$ cat config.mk
export PLATFORM = sky130hd
export DESIGN_NAME = tx_console_rx_flat
export DESIGN_NICKNAME = d
export VERILOG_FILES = /design/src/rtl/tx_console_rx_pkg.sv /design/src/rtl/tx_console_rx_if.sv /design/src/rtl/tx_console_rx_char_fifo.sv /design/src/rtl/tx_console_rx.sv /design/src/flat_wrapper.sv
export SDC_FILE = /design/constraint.sdc
export NUM_CORES = 1
export LEC_CHECK = 0
export BUFFER_PORTS_ARGS = -buffer_cell sky130_fd_sc_hd__buf_2
export CORE_MARGIN = 10
export CORE_UTILIZATION = 34
export DETAILED_ROUTE_END_ITERATION = 16
export PLACE_DENSITY = 0.6
export RECOVER_POWER = 100
export SLEW_MARGIN = 20
export SYNTH_ARGS = -nofsm -noshare
export SYNTH_HDL_FRONTEND = slang
export SYNTH_SLANG_ARGS = --single-unit
$ cat constraint.sdc
create_clock -name clk -period 2.65 [get_ports clk]
set_input_delay 0.265 -clock clk [delete_from_list [all_inputs] [get_ports clk]]
set_output_delay 0.265 -clock clk [all_outputs]
set_load 0.005 [all_outputs]
$ cat src/rtl/tx_console_rx_pkg.sv
// Shared console framing symbols and receiver state encoding.
package InstructionStruct;

    localparam logic [6:0] IDLE_SYM  = 7'h7F;
    localparam logic [6:0] START_SYM = 7'h00;

    typedef enum logic [1:0] {
        SYNC,
        IDLE,
        ARMED,
        DATA
    } console_rx_state_t;

endpackage

$ cat src/rtl/tx_console_rx_if.sv
// Character stream handshake: producer presents {last, data} under valid, consumer answers with ready.
interface tx_console_rx_if #(
    parameter int CWIDTH = 7
);
    logic [CWIDTH-1:0] char_data;
    logic              char_last;
    logic              char_valid;
    logic              char_ready;

    modport master (output char_data, output char_last, output char_valid, input char_ready);
    modport slave  (input char_data, input char_last, input char_valid, output char_ready);
endinterface

$ cat src/rtl/tx_console_rx_char_fifo.sv
// Synchronous FIFO for {last, char} entries. A push into a full buffer is
// accepted only when a pop frees the head slot in the same cycle.
module char_fifo #(
    parameter int WIDTH = 8,
    parameter int DEPTH = 16
) (
    input  logic             clk,
    input  logic             reset,
    input  logic             push,
    input  logic [WIDTH-1:0] din,
    input  logic             pop,
    output logic [WIDTH-1:0] dout,
    output logic             full,
    output logic             empty
);
    localparam int AW = $clog2(DEPTH);

    logic [DEPTH-1:0][WIDTH-1:0] mem;
    logic [AW-1:0]               rd_ptr;
    logic [AW-1:0]               wr_ptr;
    logic [AW:0]                 count;
    logic                        do_push;
    logic                        do_pop;

    assign full    = (count == (AW+1)'(DEPTH));
    assign empty   = (count == '0);
    assign do_pop  = pop & ~empty;
    assign do_push = push & (~full | do_pop);
    // Head is masked while empty so the output reads zero out of reset.
    assign dout    = empty ? '0 : mem[rd_ptr];

    // Storage write; when full with a pop, wr_ptr == rd_ptr and the slot being freed is reused.
    always_ff @(posedge clk) begin
        if (do_push) mem[wr_ptr] <= din;
    end

    // Pointer and occupancy bookkeeping.
    always_ff @(posedge clk or posedge reset) begin
        if (reset) begin
            rd_ptr <= '0;
            wr_ptr <= '0;
            count  <= '0;
        end else begin
            if (do_push) wr_ptr <= wr_ptr + 1'b1;
            if (do_pop)  rd_ptr <= rd_ptr + 1'b1;
            case ({do_push, do_pop})
                2'b10:   count <= count + 1'b1;
                2'b01:   count <= count - 1'b1;
                default: count <= count;
            endcase
        end
    end
endmodule

$ cat src/rtl/tx_console_rx.sv
// Console stream receiver: frames the CPU's tx symbols into messages and
// buffers characters with an end-of-message flag for a valid/ready consumer.
module tx_console_rx
    import InstructionStruct::*;
#(
    parameter int FIFO_DEPTH = 16,
    parameter int CWIDTH     = 7
) (
    input  logic              clk,
    input  logic              reset,
    input  logic [CWIDTH-1:0] rx,
    tx_console_rx_if.master   chr,
    output logic [15:0]       msg_count,
    output logic              overflow,
    output logic              frame_err,
    input  logic              clr_err,
    output logic              busy
);
    console_rx_state_t state, state_nx;

    logic [CWIDTH-1:0] staged;
    logic              stage_ld;
    logic              push_req;
    logic              push_last;
    logic              frame_set;
    logic              fifo_pop;
    logic              fifo_full;
    logic              fifo_empty;
    logic              drop;
    logic [CWIDTH:0]   fifo_dout;

    assign fifo_pop       = chr.char_valid & chr.char_ready;
    assign drop           = push_req & fifo_full & ~fifo_pop;
    assign chr.char_valid = ~fifo_empty;
    assign chr.char_last  = fifo_dout[CWIDTH];
    assign chr.char_data  = fifo_dout[CWIDTH-1:0];
    assign busy           = (state == ARMED) || (state == DATA);

    char_fifo #(
        .WIDTH (CWIDTH + 1),
        .DEPTH (FIFO_DEPTH)
    ) u_fifo (
        .clk   (clk),
        .reset (reset),
        .push  (push_req),
        .din   ({push_last, staged}),
        .pop   (fifo_pop),
        .dout  (fifo_dout),
        .full  (fifo_full),
        .empty (fifo_empty)
    );

    // Framing state register.
    always_ff @(posedge clk or posedge reset) begin
        if (reset) state <= SYNC;
        else       state <= state_nx;
    end

    // Framing decode: the staged character is pushed once the following symbol reveals whether it ends the message.
    always_comb begin
        state_nx  = state;
        push_req  = 1'b0;
        push_last = 1'b0;
        stage_ld  = 1'b0;
        frame_set = 1'b0;
        case (state)
            SYNC: begin
                if (rx == IDLE_SYM) state_nx = IDLE;
            end
            IDLE: begin
                if (rx == START_SYM) state_nx = ARMED;
            end
            ARMED: begin
                if (rx == IDLE_SYM) begin
                    state_nx = IDLE;
                end else if (rx != START_SYM) begin
                    stage_ld = 1'b1;
                    state_nx = DATA;
                end
            end
            DATA: begin
                push_req = 1'b1;
                if (rx == IDLE_SYM) begin
                    push_last = 1'b1;
                    state_nx  = IDLE;
                end else if (rx == START_SYM) begin
                    push_last = 1'b1;
                    frame_set = 1'b1;
                    state_nx  = ARMED;
                end else begin
                    stage_ld = 1'b1;
                end
            end
            default: state_nx = SYNC;
        endcase
    end

    // One-entry staging register holding the character whose "last" status is not yet known.
    always_ff @(posedge clk or posedge reset) begin
        if (reset)         staged <= '0;
        else if (stage_ld) staged <= rx;
    end

    // Message counter and sticky error flags; a new error outranks a same-cycle clear.
    always_ff @(posedge clk or posedge reset) begin
        if (reset) begin
            msg_count <= '0;
            overflow  <= 1'b0;
            frame_err <= 1'b0;
        end else begin
            if (push_req && push_last) msg_count <= msg_count + 16'd1;
            overflow  <= (overflow  & ~clr_err) | drop;
            frame_err <= (frame_err & ~clr_err) | frame_set;
        end
    end
endmodule

$ cat src/flat_wrapper.sv
// flat-port wrapper written by rule: the top's interface ports become plain ports
module tx_console_rx_flat import InstructionStruct::*;
#(
    parameter int FIFO_DEPTH = 16,
    parameter int CWIDTH     = 7
)
  (clk, reset, rx, msg_count, overflow, frame_err, clr_err, busy, chr_char_data, chr_char_last, chr_char_valid, chr_char_ready);
  tx_console_rx_if #(.CWIDTH(CWIDTH)) chr_i ();
  input  logic clk;
  input  logic reset;
  input  logic [CWIDTH-1:0] rx;
  output logic [15:0] msg_count;
  output logic overflow;
  output logic frame_err;
  input  logic clr_err;
  output logic busy;
  output wire logic [$bits(chr_i.char_data)-1:0] chr_char_data;
  output wire logic [$bits(chr_i.char_last)-1:0] chr_char_last;
  output wire logic [$bits(chr_i.char_valid)-1:0] chr_char_valid;
  input wire logic [$bits(chr_i.char_ready)-1:0] chr_char_ready;
  assign chr_char_data = chr_i.char_data;
  assign chr_char_last = chr_i.char_last;
  assign chr_char_valid = chr_i.char_valid;
  assign chr_i.char_ready = chr_char_ready;
  tx_console_rx #(.FIFO_DEPTH(FIFO_DEPTH), .CWIDTH(CWIDTH)) u_core (.clk(clk), .reset(reset), .rx(rx), .chr(chr_i), .msg_count(msg_count), .overflow(overflow), .frame_err(frame_err), .clr_err(clr_err), .busy(busy));
endmodule
======== Word level (Yosys, flattened, before mapping) ========
Cells that the tools add are included.
operators by class
  add/sub/neg operators ................... 5
  order comparisons ....................... 3
  eq/ne operators ......................... 9
  muxes and demuxes ....................... 24
  bitwise logic cells ..................... 14
  reductions and logical operators ........ 9
operators by type and width
  cell                                                               number
  bitwise mux 128 bit                                                1
  binary-select mux 8 bit (select 4 bit)                             1
  demux 8 bit (select 4 bit)                                         1
  2-to-1 mux 8 bit                                                   3
  adder 16 x 1 -> 16 bit, second input constant                      1
  < comparator 4 x 5 -> 1 bit, second input constant                 2
  2-to-1 mux 1 bit                                                   10
  2-to-1 mux 2 bit                                                   5
  one-hot mux 5 bit (2 select lines)                                 1
  adder 4 x 1 -> 4 bit, second input constant                        2
  one-hot mux 2 bit (4 select lines)                                 1
  AND 1 bit                                                          7
  == test 7 bit, second input constant                               1
  zero test 7 bit                                                    1
  nonzero test 7 bit                                                 1
  == test 2 bit, second input constant                               3
  adder 5 x 1 -> 5 bit, second input constant                        1
  == test 5 bit, second input constant                               1
  zero test 5 bit                                                    1
  subtractor 5 x 1 -> 5 bit, second input constant                   1
  == test 2 x 1 -> 1 bit, second input constant                      2
  greater-or-equal comparator 4 x 1 -> 1 bit, second input constant  1
  NOT 1 bit                                                          4
  != test 3 bit, second input constant                               1
  other kinds (8)                                                    11
word-level totals
  register bits ........................... 168
  input port bits ......................... 11
  output and inout port bits .............. 28
  logic and storage cells ................. 88

======== Logic depth before layout (Yosys ltp) ========
Gate-level depths: netlist (run 1).
  word-level depth ........................ 8
  gate-level depth with buffers ........... 14
  gate-level depth less buffers ........... 11

======== Cells and area by module ========
A second synthesis (run 1) with hierarchy kept.
unflattened totals
  cells, all modules ...................... 421
  area, all modules ....................... 7184.4 µm²
by module, submodules not included
  module         instances  cells an instance  area each (µm²)  seq. area each (µm²)
  char_fifo      1          311                5891.9           4169.0
  tx_console_rx  1          110                1292.5           675.6

======== Worst setup path after synthesis (run 1) ========
Ideal clock, no wire load.
  path kind ............................... register to register
  start ................................... register u_core.u_fifo.count[1]
  end ..................................... register u_core.u_fifo.count[4]
  library setup time ...................... 129 ps
  arrival time ............................ 2551 ps
  required time ........................... 2521 ps
  path slack .............................. -30 ps
  stages on the path, launching flop included .. 15
  path buffers ............................ 3
  period minus slack after synthesis ...... 2680 ps
  cells stage by stage .................... dfrtp_1 buf_6 nor4_4 nand3b_1 nor2b_1 buf_2 inv_1 ha_1 clkbuf_1 xor2_1 ha_1 o211a_1 o31ai_1 a31oi_1 xor2_1
on the way
  cells in the longest elaborated chain, start to end .. 8
  elaborated cells between the ends (all ways) .. 14
  classes of those cells .................. add/sub (2); eq/ne (3); mux (1); bitwise (6); reduce/logical (2)
ends and longest elaborated chain
  element                                                                          line                                                text
  start: declaration                                                               tx_console_rx_char_fifo.sv:21                       logic [AW:0] count;
  start signal: assignment                                                         tx_console_rx_char_fifo.sv:47                       2'b10: count <= count + 1'b1;
  start signal: assignment                                                         tx_console_rx_char_fifo.sv:48                       2'b01: count <= count - 1'b1;
  start signal: assignment                                                         tx_console_rx_char_fifo.sv:49                       default: count <= count;
  zero test 5 bit                                                                  tx_console_rx_char_fifo.sv:26                       assign empty = (count == '0);
  NOT 1 bit                                                                        tx_console_rx_char_fifo.sv:27, tx_console_rx.sv:34
  AND 1 bit                                                                        tx_console_rx.sv:32                                 assign fifo_pop = chr.char_valid & chr.char_ready;
  AND 1 bit                                                                        tx_console_rx_char_fifo.sv:27                       assign do_pop = pop & ~empty;
  bitwise OR 1 bit                                                                 tx_console_rx_char_fifo.sv:28                       assign do_push = push & (~full | do_pop);
  AND 1 bit                                                                        tx_console_rx_char_fifo.sv:28
  == test 2 x 1 -> 1 bit / == test 2 bit (equally long branches)                   tx_console_rx_char_fifo.sv:46                       case ({do_push, do_pop})
  one-hot mux 5 bit (2 select lines) / nonzero test 2 bit (equally long branches)  n/a
Several ways; a longest one is shown, not always the timed one.
A chain may end at the register's enable or synchronous reset.

======== Final worst setup path (run 1) ========
  start ................................... register u_core.u_fifo.rd_ptr[0]
  end ..................................... output chr_char_data[1]
on the way
  cells in the longest elaborated chain, start to end .. 3
ends and longest elaborated chain
  element                                 line                           text
  start: declaration                      tx_console_rx_char_fifo.sv:19  logic [AW-1:0] rd_ptr;
  start signal: assignment                tx_console_rx_char_fifo.sv:45  if (do_pop) rd_ptr <= rd_ptr + 1'b1;
  binary-select mux 8 bit (select 4 bit)  tx_console_rx_char_fifo.sv:30  assign dout = empty ? '0 : mem[rd_ptr];
  2-to-1 mux 8 bit (implied by the code)  tx_console_rx_char_fifo.sv:30
  2-to-1 mux 8 bit                        tx_console_rx_char_fifo.sv:30
  end: declaration                        flat_wrapper.sv:17             output wire logic [$bits(chr_i.char_data)-1:0] chr_char_data;
No other way between the ends. The select of a mux whose other input is x is not followed.

==> results of run 1 <==
-- cells in the final DEF (no fill, tap or decap), types with 2 or more instances in the layout --
| cell type | n |
|---|---|
| edfxtp_1 | 128 |
| dfrtp_1 | 38 |
| mux4_2 | 32 |
| clkbuf_1 | 31 |
| nand2_1 | 19 |
| clkbuf_16 | 17 |
| xnor2_1 | 16 |
| mux2i_1 | 16 |
| nor2_1 | 14 |
| buf_2 | 14 |
| o22ai_1 | 11 |
| xor2_1 | 10 |
| ha_1 | 10 |
| mux2_2 | 9 |
| inv_1 | 7 |
| buf_4 | 7 |
| nor3_1 | 5 |
| a21oi_1 | 5 |
| nand4_1 | 5 |
| nand2b_1 | 5 |
| o21ai_0 | 5 |
| inv_6 | 5 |
| clkinv_4 | 5 |
| and4_1 | 4 |
| nand3_1 | 4 |
| clkbuf_2 | 2 |
| buf_12 | 2 |
| dfrtp_2 | 2 |
-- critical path: cells and delay by family (launching register included) --
| kind | cells | cell delay, ps |
|---|---|---|
| mux | 2 | 770 |
| flops | 1 | 470 |
| buf+inv | 2 | 400 |
| compound gates | 1 | 180 |
-- metrics by stage --
stage                     power (mW)  instances  cell area [um^2]
final                           8.29        725              8000
after global routing            8.71        725              8000
after CTS                       8.40        720              8060
after global placement          5.93        687              7480
after floorplan                 5.21        384              6930
after detailed placement        6.02        687              7480
-- power by group --
group	internal [mW]	total [mW]	switching (mW)
sequential	3.34	3.82	0.484
clock	1.32	2.39	1.07
combinational	1.04	2.09	1.04
-- state kept, by name, summed over array words and instances, names as in the netlist --
| register | cells |
|---|---|
| u_core.u_fifo.count | 5 |
| u_core.overflow | 1 |
| u_core.u_fifo.wr_ptr | 4 |
| u_core.staged | 7 |
| u_core.state | 2 |
| u_core.frame_err | 1 |
| u_core.u_fifo.mem | 128 |
| u_core.msg_count | 16 |
| u_core.u_fifo.rd_ptr | 4 |
-- area by class of cell --
class | count | share of cell area (%)
timing repair buffer | 57 | 3.78
clock inverter | 14 | 1.77
antenna | 1 | 0.0313
tap | 270 | 4.22
sequential | 168 | 60.6
multi-input combinational | 190 | 23.9
clock buffer | 18 | 5.36
inverter | 7 | 0.328
-- layer usage --
metal / track usage [%] / up-vias
li1: - / 1612
met1: 13.9 / 1818
met2: 16.8 / 84
met3: 4.37 / 10
met4: 2.34 / 2
met5: 0 / -
-- final timing paths --
path | slack [ps] | from | cells after the start | end
max | 150 | u_core.u_fifo.rd_ptr[0] | 5 | chr_char_data[1]
min | 60 | clr_err | 2 | u_core.overflow
max reg2reg | 160 | u_core.u_fifo.count[1] | 10 | u_core.u_fifo.count[4]
min reg2reg | 470 | u_core.u_fifo.rd_ptr[3] | 1 | u_core.u_fifo.rd_ptr[3]
max in group asynchronous | 1260 | reset | 4 | u_core.u_fifo.rd_ptr[0]
min in group asynchronous | 710 | reset | 4 | u_core.u_fifo.count[0]
-- cell families after synthesis --
logic type,Yosys count
xor gates and xnor gates,27
AOI/OAI and AO/OA,27
and+or+nand+nor,68
adders and majority gates,10
DFF,168
muxes,58
buffers and inverters,26
-- repair_timing --
action | CTS | global route
gates resized for setup | 0 | 2
endpoints found under the hold margin | 40 | 0
setup buffers | 0 | 4
hold buffers | 1 | 0
setup endpoints to repair | 0 | 2
==> results by group, run 1 <==
Outcome
  – Status: complete, no violations

Drt
  – Starting DRT DRC Count: 210
  – Uppermost layer routed: met5
  – Met1 Wirelength: 6120 um
  – Final ANT Viol Nets: 0
  – Met2 WL: 6680 um
  – Wire per inst: 19.2 um
  – Met3 WL: 1020 um
  – Final wirelength: 13900 um
  – Number of vias per cell: 4.86
  – DRC: 0
  – Drt first pass iters: 4
  – Via Count: 3526

Setup path
  – Worst-path maximum fanout: 7
  – Critical Path Sink Type: output port
  – Worst Path Arrival: 2230 ps
  – Crit path kind: reg2out
  – CP Cell Sequence: clkbuf_4 -> mux4_2 -> mux2i_1 -> o22ai_1 -> clkbuf_1
  – Slowest-stage cell, CP: mux4_2
  – Critical Path Start Type: register
  – WP data required: 2380 ps
  – Largest stage delay on the critical path: 500 ps

Floorplanning
  – Core Box Area: 20200 um^2
  – Initial core utilization: 34.4%
  – IO Pins: 39
  – Die area: 26500 um^2
  – Die height: 163 um
  – Die W: 163 um
  – Rows: 52

Logic synthesis
  – Synth area leaders: edfxtp_1, dfrtp_1, mux4_2
  – Top post-synthesis cells by count: edfxtp_1, dfrtp_1, mux4_2
  – Post-synth top flop: edfxtp_1
  – Yosys top cell by area: edfxtp_1
  – Flops & latches, synth: 168
  – Mux contribution to synthesized area: 14.4%
  – Syn Inst Count: 384
  – Simple-gate share of the synthesized area: 5.81%
  – Cell with the most instances after synthesis: edfxtp_1
  – Post-Synth Adder-Cell Area: 1.81%
  – Yosys cell types: 46
  – Ys Warns: 0
  – Register area share after synthesis: 69.9%
  – Post-Syn Nets: 405
  – Post-synth EDFFs: 128
  – Mean Syn Cell Area: 18.0 um^2
  – Post-Synth XOR/XNOR Area: 3.52%
  – Ys async rst share: 23.8%
  – Top-area cell type share of the netlist area: 55.5%
  – Synth Cell Area: 6930 um^2
  – Synth Area in Compound Gates: 2.65%
  – Largest family of logic cells by synthesized area: multiplexers

Timing
  – Slew @ Worst Pin: 1330 ps
  – Worst hold slack: 62.8 ps
  – Post-route clock period utilization: 94.3%
  – PnR worst setup slack: 152 ps
  – Final min period: 2500 ps
  – Setup-failing EPs final: 0
  – Setup_tns: 0 ps
  – F_max: 400 MHz
  – Max_slew headroom: 11.7%
  – Final Skew: 13.9 ps
  – RSZ-0062 raised after global routing: false
  – Final hold violation count: 0
  – Final Slew Violations: 0

Job
  – Max_cap viols: 0

Layout
  – Register area: 4850 um^2
  – Footprint of the multi-input gates: 1910 um^2
  – Layout area overhead: 15.5%
  – Layout net count: 462
  – Layout cells sized above 1: 23.8%
  – Layout Utilization: 39.7%
  – Fill cells: 1878

CTS
  – Clock Root Buffer: clkbuf_16
  – TritonCTS Buffers: 17
  – CTS Buffer Depth: 2
  – Clk Latency, worst-skew pair: 430 ps
  – TritonCTS clock tree: yes
  – Clk pin slew, worst setup/hold paths: 60 ps
  – H-tree levels: 4
  – TritonCTS Sinks: 168

GRT
  – Vias in the first global route: 3710
  – GRT Total Usage: 10.8%
  – First-pass GRT wire length: 21600 um
  – Initial antenna violation count: 2
  – Largest net degree at the start of global routing: 41
  – Total congestion overflow: 0

Power and ir drop
  – Lkg Pwr: 2.84 nW
  – Max IR drop VDD: 526 uV
  – Pwr/cell area: 1040 nW/um^2

Placement
  – Dpl hpwl: 9170 um
  – Gpl congestion: 0.755
  – PortBufs: 38
  – Worst slack, placed: 135 ps

Worst hold path
  – HP Class: in2reg
(Power assumes the default switching activity.)
==> run 2, diff against run 1 <==
- CORE_ASPECT_RATIO: default -> 0.9
==> run 2 against run 1 <==
Effect of this change: highest routed layer is now met4; critical path depth is the same; largest cell class unchanged; largest power group unchanged; clock skew decreased by 8.7 ps; final area down 0.53%.
==> results by group, run 2 (synthesis gave the netlist of run 1 again) <==
Outcome
  – Status: complete, no violations (unchanged)

Floorplanning
  – IO Pins: 39 (unchanged)
  – Core Box Area: 20000 um^2 (was 20200 um^2)
  – Initial core utilization: 34.7% (was 34.4%)
  – Rows: 49 (was 52)
  – Die area: 26500 um^2 (about the same)
  – Die W: 170 um (was 163 um)
  – Die height: 155 um (was 163 um)

Layout
  – Design area: 7960 um^2 (was 8000 um^2)
  – Largest reg by FF count: u_core.u_fifo.mem (unchanged)
  – Layout Utilization: 39.8% (was 39.7%)
  – Largest regs: u_core.u_fifo.mem: 128 flops, u_core.msg_count: 16 flops, u_core.staged: 7 flops (unchanged)
  – Layout area overhead: 14.8% (was 15.5%)
  – Diodes inserted: 0 (was 1)
  – Most frequent cells in the layout: edfxtp_1, dfrtp_1, mux4_2 (unchanged)
  – Layout cells sized above 1: 23.4% (was 23.8%)
  – Final cell count without fillers: 704 (was 725)
  – Max reg flops: 128 (unchanged)
  – Layout net count: 457 (was 462)
  – Commonest non-fill, non-tap cell in the layout: edfxtp_1 (unchanged)
  – Fill cells: 1820 (was 1878)

Placement
  – Dpl cell area: 7460 um^2 (was 7480 um^2)
  – Worst slack, placed: 162 ps (was 135 ps)
  – Placed cell count: 671 (was 687)
  – Gpl congestion: 0.749 (was 0.755)
  – Dpl hpwl: 9030 um (was 9170 um)
  – PortBufs: 38 (unchanged)

Power and ir drop
  – Max IR drop VDD: 609 uV (was 526 uV)
  – Int Pwr: 5.72 mW (was 5.70 mW)
  – Final Power: 8.22 mW (was 8.29 mW)
  – P_sw: 2.50 mW (was 2.59 mW)
  – Lkg Pwr: 2.80 nW (was 2.84 nW)
  – Clock share of power: 29.2% (was 28.8%)
  – Sequential Power Share: 46.0% (about the same)
  – Combinational share of power: 24.8% (was 25.2%)
  – Pwr/cell area: 1030 nW/um^2 (was 1040 nW/um^2)
  – Switching Fraction: 30.4% (was 31.3%)

Timing
  – Setup-failing EPs final: 0 (unchanged)
  – Max_slew headroom: 33.7% (was 11.7%)
  – Final hold violation count: 0 (unchanged)
  – Final Skew: 5.28 ps (was 13.9 ps)
  – Setup_tns: 0 ps (unchanged)
  – Final Slew Violations: 0 (unchanged)
  – RSZ-0062 raised after global routing: false (unchanged)
  – PnR worst setup slack: 134 ps (was 152 ps)
  – Final min period: 2520 ps (was 2500 ps)
  – F_max: 397 MHz (was 400 MHz)
  – Worst hold slack: 45.7 ps (was 62.8 ps)
  – Post-route clock period utilization: 94.9% (was 94.3%)
  – Slew @ Worst Pin: 994 ps (was 1330 ps)

Setup path
  – Largest delay share family, worst path: multiplexers (unchanged)
  – Critical Path Start Type: register (unchanged)
  – WP data required: 2380 ps (about the same)
  – Crit path kind: reg2out (unchanged)
  – Worst Path Arrival: 2250 ps (was 2230 ps)
  – R2R Setup Slk: 180 ps (was 160 ps)
  – Critical Path Sink Type: output port (unchanged)
  – Largest stage delay on the critical path: 560 ps (was 500 ps)
  – WP buf/inv: 2 (unchanged)
  – Worst-path maximum fanout: 32 (was 7)
  – Slowest-stage cell, CP: mux4_2 (unchanged)
  – CP Cell Sequence: buf_12 -> mux4_2 -> mux2i_1 -> o22ai_1 -> buf_2 (was clkbuf_4 -> mux4_2 -> mux2i_1 -> o22ai_1 -> clkbuf_1)

CTS
  – TritonCTS Buffers: 17 (unchanged)
  – Clock Root Buffer: clkbuf_16 (unchanged)
  – TritonCTS clock tree: yes (unchanged)
  – TritonCTS Sinks: 168 (unchanged)
  – Clk pin slew, worst setup/hold paths: 60 ps (about the same)
  – Clk Latency, worst-skew pair: 420 ps (was 430 ps)
  – CTS Buffer Depth: 2 (unchanged)
  – H-tree levels: 4 (unchanged)

Drt
  – DRC: 0 (unchanged)
  – Wire per inst: 19.5 um (was 19.2 um)
  – Final ANT Viol Nets: 0 (unchanged)
  – Final wirelength: 13700 um (was 13900 um)
  – Number of vias per cell: 4.91 (was 4.86)
  – Starting DRT DRC Count: 213 (was 210)
  – Drt first pass iters: 4 (unchanged)
  – Via Count: 3454 (was 3526)

GRT
  – Largest net degree at the start of global routing: 41 (unchanged)
  – Initial antenna violation count: 0 (was 2)
  – Total congestion overflow: 0 (unchanged)
  – Vias in the first global route: 3648 (was 3710)
  – First-pass GRT wire length: 21700 um (was 21600 um)
  – GRT Total Usage: 11.1% (was 10.8%)

Worst hold path
  – HP Class: in2reg (unchanged)

Job
  – Max_cap viols: 0 (unchanged)
run 2: cell types whose count changed in the layout (fill, tap and decap cells not counted), moves of 3 or more:
cell / change
buf_2: +3
buf_4: -5
clkinv_4: -4
clkinvlp_4: +7
inv_6: -3
run 2: layout make-up:
class / count / area [um^2] / area share [%]
clock buffers: 18 / 429 / 5.39
clock inverters: 14 / 151 / 1.90
inverters: 7 / 26.3 / 0.330
flip-flops and latches: 168 / 4850 / 60.9
repair buffers: 52 / 264 / 3.32
multi-input cells: 190 / 1920 / 24.1
well taps: 255 / 319 / 4.01
run 2: worst paths after layout:
kind | from | end | cells after the start
min in group asynchronous | reset | u_core.overflow | 4
worst max register to register | u_core.u_fifo.count[0] | u_core.u_fifo.count[4] | 10
worst max-delay path | u_core.u_fifo.rd_ptr[0] | chr_char_last | 5
max in group asynchronous | reset | u_core.u_fifo.rd_ptr[0] | 4
worst min register to register | u_core.msg_count[15] | u_core.msg_count[15] | 1
worst min-delay path | clr_err | u_core.overflow | 2
run 2: metal layers:
layer  wire (um)  vias to the layer above  global-route usage, %
li1            -                     1597                      -
met1        6160                     1782                   14.7
met2        6630                       73                   16.5
met3         857                        2                   4.10
met4          55                        0                   3.51
met5           0                        -                      0
run 2: what timing repair did:
action                                 4_1_cts  5_1_grt
endpoints found under the hold margin       40        0
setup endpoints to repair                    0        1
setup buffers                                0        0
resized for setup                            0        1
hold buffers                                 1        0
run 2: power groups by stage:
stage	clock, mW	combinational, mW	sequential [mW]
after global placement	0	2.10	3.81
after floorplan	0	1.62	3.59
final	2.40	2.03	3.78
after detailed placement	0	2.14	3.85
after CTS	2.46	2.15	3.80
after global routing	2.59	2.25	3.85
==> run 3, diff against run 2 <==
- HOLD_SLACK_MARGIN: default -> 0.05
- SLEW_MARGIN: 20 -> default
==> run 3 against run 2 <==
Effect of this change: non-clock buffer count grew 1; clock power hardly changed; register-to-register slack barely moved; sequential power about the same; final area rose by 0.13%; count of clock-buffer cells in the layout unchanged; wire length about the same; largest cell class unchanged; critical path type unchanged; die area did not move; total power grew 0.11%.
==> results by group, run 3 (synthesis gave the netlist of run 1 again) <==
Outcome
  – Status: complete, no violations (unchanged)

Layout
  – Max reg flops: 128 (unchanged)
  – Commonest non-fill, non-tap cell in the layout: edfxtp_1 (unchanged)
  – Most frequent cells in the layout: edfxtp_1, dfrtp_1, mux4_2 (unchanged)
  – Layout cells sized above 1: 23.3% (was 23.4%)
  – Design area: 7970 um^2 (was 7960 um^2)
  – Layout net count: 458 (was 457)
  – Largest regs: u_core.u_fifo.mem: 128 flops, u_core.msg_count: 16 flops, u_core.staged: 7 flops (unchanged)
  – Layout area overhead: 15.0% (was 14.8%)
  – Diodes inserted: 0 (unchanged)
  – Largest reg by FF count: u_core.u_fifo.mem (unchanged)

Drt
  – Wire per inst: 19.4 um (was 19.5 um)
  – Drt first pass iters: 5 (was 4)
  – Number of vias per cell: 4.95 (was 4.91)
  – DRC: 0 (unchanged)
  – Final ANT Viol Nets: 0 (unchanged)
  – Starting DRT DRC Count: 223 (was 213)
  – Final wirelength: 13700 um (about the same)
  – Via Count: 3490 (was 3454)

Setup path
  – Critical Path Start Type: register (unchanged)
  – Largest stage delay on the critical path: 560 ps (about the same)
  – Worst setup path end: chr_char_last (unchanged)
  – Slowest-stage cell, CP: mux4_2 (unchanged)
  – Worst-path maximum fanout: 32 (unchanged)
  – Critical Path Sink Type: output port (unchanged)
  – R2r startpoint: u_core.u_fifo.count[0] (unchanged)
  – Crit path kind: reg2out (unchanged)
  – R2R cell count: 10 (unchanged)
  – Crit. Startpoint: u_core.u_fifo.rd_ptr[0] (unchanged)
  – Worst Path Arrival: 2280 ps (was 2250 ps)
  – CP Cell Sequence: buf_12 -> mux4_2 -> mux2i_1 -> o22ai_1 -> buf_2 (unchanged)
  – Critical R2R Capture: u_core.u_fifo.count[4] (unchanged)
  – WP data required: 2380 ps (about the same)
  – R2R Setup Slk: 190 ps (was 180 ps)

Timing
  – RSZ-0062 raised after global routing: false (unchanged)
  – Final min period: 2540 ps (was 2520 ps)
  – Final Slew Violations: 0 (unchanged)
  – PnR worst setup slack: 106 ps (was 134 ps)
  – Setup_tns: 0 ps (unchanged)
  – Slew @ Worst Pin: 1010 ps (was 994 ps)
  – Final Skew: 14.0 ps (was 5.28 ps)
  – Setup-failing EPs final: 0 (unchanged)
  – Worst hold slack: 128 ps (was 45.7 ps)
  – F_max: 393 MHz (was 397 MHz)
  – Post-route clock period utilization: 96.0% (was 94.9%)
  – Final hold violation count: 0 (unchanged)
  – Max_slew headroom: 32.7% (was 33.7%)

Power and ir drop
  – Final Power: 8.22 mW (about the same)
  – Lkg Pwr: 2.80 nW (about the same)
  – Pwr/cell area: 1030 nW/um^2 (about the same)
  – Max IR drop VDD: 614 uV (was 609 uV)

CTS
  – TritonCTS Buffers: 17 (unchanged)
  – Post-CTS setup buffer count: 0 (unchanged)
  – H-tree levels: 4 (unchanged)
  – TritonCTS Sinks: 168 (unchanged)
  – CTS Buffer Depth: 2 (unchanged)
  – Clk Latency, worst-skew pair: 430 ps (was 420 ps)
  – Clock Root Buffer: clkbuf_16 (unchanged)
  – Clk pin slew, worst setup/hold paths: 60 ps (about the same)
  – TritonCTS clock tree: yes (unchanged)

GRT
  – Total congestion overflow: 0 (unchanged)
  – GRT Total Usage: 11.1% (about the same)
  – Initial antenna violation count: 0 (unchanged)
  – Vias in the first global route: 3655 (was 3648)
  – Largest net degree at the start of global routing: 41 (unchanged)
  – First-pass GRT wire length: 21700 um (about the same)

Floorplanning
  – Die W: 170 um (unchanged)
  – Initial core utilization: 34.7% (unchanged)
  – Core Box Area: 20000 um^2 (unchanged)
  – IO Pins: 39 (unchanged)
  – Rows: 49 (unchanged)
  – Die area: 26500 um^2 (unchanged)
  – Die height: 155 um (unchanged)

Placement
  – Worst slack, placed: 162 ps (unchanged)
  – Dpl cell area: 7460 um^2 (unchanged)
  – PortBufs: 38 (unchanged)
  – Gpl congestion: 0.749 (unchanged)
  – Dpl hpwl: 9030 um (unchanged)

Job
  – Max_cap viols: 0 (unchanged)

Worst hold path
  – HP Class: in2reg (unchanged)
  – Hold depth: 2 (unchanged)
[run 3: how the worst min path moves through the flow]
stage | startpoint | end | slack, ps
5_1_grt | rx[3] | u_core.staged[3] | 110
2_1_floorplan | clr_err | u_core.overflow | 360
6_report | rx[3] | u_core.staged[3] | 130
3_3_place_gp | reset | u_core.overflow | 410
4_1_cts | rx[3] | u_core.staged[3] | 100
3_5_place_dp | reset | u_core.u_fifo.count[0] | 430
[run 3: power by group]
group          internal, mW  switching, mW  total, mW
clock                  1.39           1.01       2.40
combinational         0.991           1.05       2.04
sequential             3.34          0.453       3.79
[run 3: stage by stage]
stage	instances	util, %
floorplan	384	-
CTS	705	40.3
global route	705	39.9
detailed placement	671	37.3
global placement	671	37.3
finish	705	39.9
[run 3: repair_timing]
item                                    in CTS  in global routing
endpoints found under the hold margin       42                  0
resized for setup                            0                  1
endpoints found under the setup margin       0                  1
hold buffers                                 2                  0
[run 3: metal layers]
| layer | track usage (%) | up-vias | routed length, um |
|---|---|---|---|
| li1 | - | 1598 | - |
| met4 | 3.51 | 0 | 116 |
| met3 | 4.05 | 9 | 981 |
| met2 | 16.5 | 83 | 6550 |
| met5 | 0 | - | 0 |
| met1 | 14.7 | 1800 | 6050 |
[run 3: final cells by class]
class	count	area (um^2)
clock inverters	14	151
fillers	1821	12000
clock buffers	18	429
inverters	7	26.3
multi-input cells	190	1920
flip-flops and latches	168	4850
repair buffers	53	274
well taps	255	319
[run 3: worst max-delay path, delay by kind of cell (launching register included)]
kind	cells	cell delay (ps)
buffers and inverters	2	420
multiplexers	2	800
flip-flops	1	420
AO/OA/AOI/OAI	1	150
